**config.mk**
```make
export PLATFORM = sky130hd
export DESIGN_NAME = axis_egress_rate_limiter
export DESIGN_NICKNAME = d
export VERILOG_FILES = /design/src/rtl/axis_egress_rate_limiter.sv
export SDC_FILE = /design/constraint.sdc
export NUM_CORES = 1
export LEC_CHECK = 0
export ABC_AREA = 1
export ABC_CLOCK_PERIOD_IN_PS = 13600
export CAP_MARGIN = 20
export CORE_AREA = 10 10 365 367
export DETAILED_ROUTE_END_ITERATION = 16
export DIE_AREA = 0 0 375 377
export HOLD_SLACK_MARGIN = 0.02
export PLACE_DENSITY = 0.31
export SETUP_SLACK_MARGIN = 0.1
export SYNTH_ARGS = -nofsm -noshare
export SYNTH_HDL_FRONTEND = slang
export SYNTH_SLANG_ARGS = --single-unit
```
**constraint.sdc**
```tcl
create_clock -name axi_aclk -period 13.6 [get_ports axi_aclk]
set_input_delay 4.08 -clock axi_aclk [delete_from_list [all_inputs] [get_ports axi_aclk]]
set_output_delay 4.08 -clock axi_aclk [all_outputs]
set_load 0.01 [all_outputs]
```
**src/rtl/axis_egress_rate_limiter.sv**
```systemverilog
// Per-port token-bucket egress shaper: holds each packet at its first beat until
// the bucket covers its length, then forwards the remaining beats with no added latency.
module axis_egress_rate_limiter #(
    parameter int C_M_AXIS_DATA_WIDTH  = 256,
    parameter int C_S_AXIS_DATA_WIDTH  = 256,
    parameter int C_M_AXIS_TUSER_WIDTH = 128,
    parameter int C_S_AXIS_TUSER_WIDTH = 128,
    parameter int C_TOKEN_WIDTH        = 32
) (
    input  logic                               axi_aclk,
    input  logic                               axi_reset,

    input  logic [C_S_AXIS_DATA_WIDTH-1:0]     s_axis_tdata,
    input  logic [C_S_AXIS_DATA_WIDTH/8-1:0]   s_axis_tstrb,
    input  logic [C_S_AXIS_TUSER_WIDTH-1:0]    s_axis_tuser,
    input  logic                               s_axis_tvalid,
    output logic                               s_axis_tready,
    input  logic                               s_axis_tlast,

    output logic [C_M_AXIS_DATA_WIDTH-1:0]     m_axis_tdata,
    output logic [C_M_AXIS_DATA_WIDTH/8-1:0]   m_axis_tstrb,
    output logic [C_M_AXIS_TUSER_WIDTH-1:0]    m_axis_tuser,
    output logic                               m_axis_tvalid,
    input  logic                               m_axis_tready,
    output logic                               m_axis_tlast,

    input  logic                               cfg_enable,
    input  logic [C_TOKEN_WIDTH-1:0]           cfg_rate,
    input  logic [C_TOKEN_WIDTH-1:0]           cfg_bucket_max,
    output logic [C_TOKEN_WIDTH-1:0]           tokens,
    output logic                               pkt_passed,
    output logic [C_TOKEN_WIDTH-1:0]           throttle_cycles
);

    localparam int TW = C_TOKEN_WIDTH;

    // Handshake: a beat transfers on a cycle where tvalid and tready are both high.
    // tready never waits on tvalid; in IDLE both sides are additionally gated by admit.
    typedef enum logic {
        IDLE = 1'b0,
        SEND = 1'b1
    } state_t;

    state_t        state;
    state_t        state_next;
    logic [TW-1:0] pkt_len;
    logic [TW-1:0] len_eff;
    logic          admit;
    logic          beat_hs;
    logic [TW-1:0] deduct;
    logic [TW:0]   token_sum;
    logic [TW-1:0] tokens_next;

    assign m_axis_tdata = s_axis_tdata;
    assign m_axis_tstrb = s_axis_tstrb;
    assign m_axis_tuser = s_axis_tuser;
    assign m_axis_tlast = s_axis_tlast;

    assign pkt_len = TW'(s_axis_tuser[15:0]);
    // Oversized packets are charged a full bucket so they can never stall forever.
    assign len_eff = (pkt_len > cfg_bucket_max) ? cfg_bucket_max : pkt_len;
    assign admit   = ~cfg_enable | (tokens >= len_eff);

    always_comb begin
        state_next    = state;
        m_axis_tvalid = 1'b0;
        s_axis_tready = 1'b0;
        beat_hs       = 1'b0;
        deduct        = '0;
        case (state)
            IDLE: begin
                m_axis_tvalid = s_axis_tvalid & admit;
                s_axis_tready = m_axis_tready & admit;
                beat_hs       = s_axis_tvalid & m_axis_tready & admit;
                if (beat_hs) begin
                    if (cfg_enable) deduct = len_eff;
                    if (!s_axis_tlast) state_next = SEND;
                end
            end
            SEND: begin
                m_axis_tvalid = s_axis_tvalid;
                s_axis_tready = m_axis_tready;
                beat_hs       = s_axis_tvalid & m_axis_tready;
                if (beat_hs && s_axis_tlast) state_next = IDLE;
            end
            default: state_next = IDLE;
        endcase
        if (axi_reset) begin
            m_axis_tvalid = 1'b0;
            s_axis_tready = 1'b0;
            beat_hs       = 1'b0;
        end
    end

    // deduct never exceeds tokens, so the subtraction cannot underflow.
    assign token_sum   = {1'b0, tokens} + {1'b0, cfg_rate} - {1'b0, deduct};
    assign tokens_next = (token_sum > {1'b0, cfg_bucket_max}) ? cfg_bucket_max
                                                               : token_sum[TW-1:0];

    always_ff @(posedge axi_aclk or posedge axi_reset) begin
        if (axi_reset) begin
            state           <= IDLE;
            tokens          <= '0;
            throttle_cycles <= '0;
            pkt_passed      <= 1'b0;
        end else begin
            state      <= state_next;
            tokens     <= tokens_next;
            pkt_passed <= beat_hs & s_axis_tlast;
            if (state == IDLE && s_axis_tvalid && !admit && throttle_cycles != '1)
                throttle_cycles <= throttle_cycles + TW'(1);
        end
    end

endmodule
```
==> metrics.yaml <==
avgRoutedWirePerCell_um: 20.1
p_comb_share_pct: 81.4
fillers: 14700
first_iter_violations: 390
cellInternalPower_mw: 1.61
rows: 130
drc: 0
min_from: "throttle_cycles[31]"
start_util_pct: 9.22
grt.met1_usage_pct: 10.4
track_usage_pct: 8.81
p_clk_share_pct: 8.6
maxCapViolations: 0
cp.required_ns: 9.52
worstMarginPinSlew_ns: 0.945
finalHoldViolations: 0
critPathMaxFanout: 21
firstDrtPassIters: 5
nNetsFinal: 2193
clk_latency_ns: 0.39
layout_min_cycle_time_ns: 13.02
gp_congestion: 0.765
cts_max_path_buffers: 2
die_area_um2: 141000
ir_drop_uv: 157
hold_end: "throttle_cycles[31]"
p_switching_mw: 1.81
skew_ns: 0.0209
status: "finished, final reports clean"
num_vias: 9626
rsz0062_at_grt: "no"
drv_slew: 0
io_buffers: 169
antenna_found_initial: 10
die_w_um: 375
fin_crit_sh_pct: 95.7
grt_pass1_wl_um: 86500
final_cells: 3216
p_leak_nw: 6.24
p_sw_share_pct: 52.8
ys_seq_area_share_pct: 14.3
grt_busiest_layer: "met2"
hold_depth: 2
postCtsSetupRepairBufs: 0
synthFlopType: "dfrtp_1"
grtUsageMet3_pct: 4.56
rr_startpoint: "tokens[27]"
cts_resized: 0
die_h_um: 377
cpMaxStageDelayCell: "clkdlybuf4s50_1"
synth_edf_count: 0
clk_pin_slew_worst_paths_ns: 0.09
gr-usage-met2_pct: 13.6
dp.cells: 3200
reg2reg_to: "tokens[5]"
reg2regPathDepth: 39
yosysWarningCount: 0
seqPwrFrac_pct: 10.0
core_area_um2: 125000
cpMostUsedCell: "nand2_1"
end_kind: "primary output"
io_pins: 970
ys_seq_elements: 66
grt_max_degree: 48
ant_nets: 0
avgViaCountPerCell: 2.99
critPathKind: "input port to primary output"
grt_pass1_vias: 10200
arrival_ns: 8.94
netlist_area_um2: 11600
hold_path.class: "flop to flop"
cts-root-buf: "clkbuf_16"
cts_buffers: 9
synth_area_per_cell_um2: 6.94
whs_ns: 0.571
clock.fmax_mhz: 76.8
place_hpwl_um: 57300
grt_overflow_total: 0
ys_types: 41
cts_tree: "built"
power.density_nw_per_um2: 254
max_stage_delay_ns: 0.54
power_mw: 3.42
synth-async-reset-ratio_pct: 100
clkSinkCount: 66
ctsHoldBuffers: 0
postSynthCellCount: 1666
drive_gt1_share_pct: 9.77
n_antenna_cell: 0
setup_viol: 0
relSlewSlack_pct: 36.9
htreeDepth: 3
syn_to_final_growth_pct: 16.4
r2r_setup_slack_ns: 6.78
cp-start-kind: "input port"
wl_um: 64800
area by class of cell:
cell class,instances,area (um2),area share (%)
multi-input cells,963,5920,44.0
repair buffers,291,2640,19.6
well taps,1650,2060,15.3
flip-flops and latches,66,1650,12.3
inverters,230,865,6.42
clock buffers,10,229,1.70
clock inverters,6,90.1,0.669
cells in the mapped netlist, types with 4 or more instances:
library cell | number | area [um2]
a21oi_1 | 69 | 345
ha_1 | 114 | 1430
dfrtp_1 | 66 | 1650
o21ai_1 | 9 | 45.0
o21a_1 | 4 | 30.0
nor3_1 | 20 | 100
nand2_1 | 364 | 1370
inv_1 | 225 | 845
a31oi_1 | 5 | 31.3
nor4_1 | 15 | 93.8
a21o_1 | 6 | 45.0
xnor2_1 | 16 | 140
nand3_1 | 60 | 300
nand4_1 | 17 | 106
buf_4 | 417 | 3130
fa_1 | 32 | 641
clkbuf_1 | 7 | 26.3
nor2_1 | 95 | 357
buf_2 | 9 | 45.0
buf_6 | 4 | 45.0
xor2_1 | 41 | 359
o21ai_0 | 38 | 190
a211oi_1 | 4 | 30.0
inv_2 | 4 | 15.0
cell usage in the layout (no fill, tap or decap), drive strengths merged, types with 41 or more instances in the layout:
master and n:
inv 229, o21ai 49, a21oi 69, nor2 98
clkdlybuf4s50 169, nand2 366, ha 114, nand3 61
buf 122, xor2 41, dfrtp 66
worst max-delay path by stage:
| stage | depth (start not counted) | start | endpoint | slack, ns |
|---|---|---|---|---|
| finish | 25 | cfg_bucket_max[13] | s_axis_tready | 0.58 |
| global route | 58 | cfg_bucket_max[13] | tokens[7] | 0.10 |
| CTS | 25 | cfg_bucket_max[13] | s_axis_tready | 0.35 |
| detailed placement | 25 | cfg_bucket_max[13] | s_axis_tready | 0.38 |
| global placement | 53 | cfg_bucket_max[13] | tokens[7] | -0.10 |
| floorplan | 26 | cfg_bucket_max[13] | m_axis_tvalid | 2.68 |
per-stage QoR:
stage / setup slack [ns] / util [%] / TNS [ns] / cell area (um2)
2_1_floorplan: 2.68 / - / 0 / 11700
3_3_place_gp: -0.103 / 10.5 / -2.62 / 13100
3_5_place_dp: 0.382 / 10.5 / 0 / 13100
4_1_cts: 0.352 / 10.7 / 0 / 13500
5_1_grt: 0.101 / 10.7 / 0 / 13500
6_report: 0.584 / 10.7 / 0 / 13500
sequential cells by signal, summed over array words and instances, names as in the netlist:
name	cells
throttle_cycles	32
tokens	32
pkt_passed	1
state	1
logic make-up (layout without fill, tap and decap cells):
kind of cell    after synthesis  after routing  synth area share (%)
compound gates              147            147                  7.15
xor+xnor                     57             57                  4.32
fa+ha+maj                   146            146                  17.9
buf+inv                     667            537                  35.5
flops                        66             66                  14.3
other cells                   2             32                0.0649
simple gates                581            581                  20.8
worst max-delay path, delay by kind of cell:
kind            cells  cell delay (ns)
buf+inv             6             1.83
compound gates      6             1.35
simple gates       11             1.05
fa+ha+maj           2             0.61
power by group through the flow:
stage	logic [mW]	clock network, mW	registers (mW)
floorplan	1.56	0	0.333
CTS	2.90	0.311	0.355
global placement	2.90	0	0.359
detailed placement	2.88	0	0.357
global route	3.18	0.313	0.357
finish	2.79	0.294	0.342
metal layers:
| metal | up-vias | part of all wire [%] |
|---|---|---|
| met5 | - | 0.75 |
| met4 | 22 | 2.6 |
| met3 | 168 | 11 |
| met2 | 510 | 44 |
| met1 | 4352 | 42 |
| li1 | 4574 | - |
(Power assumes the default switching activity.)
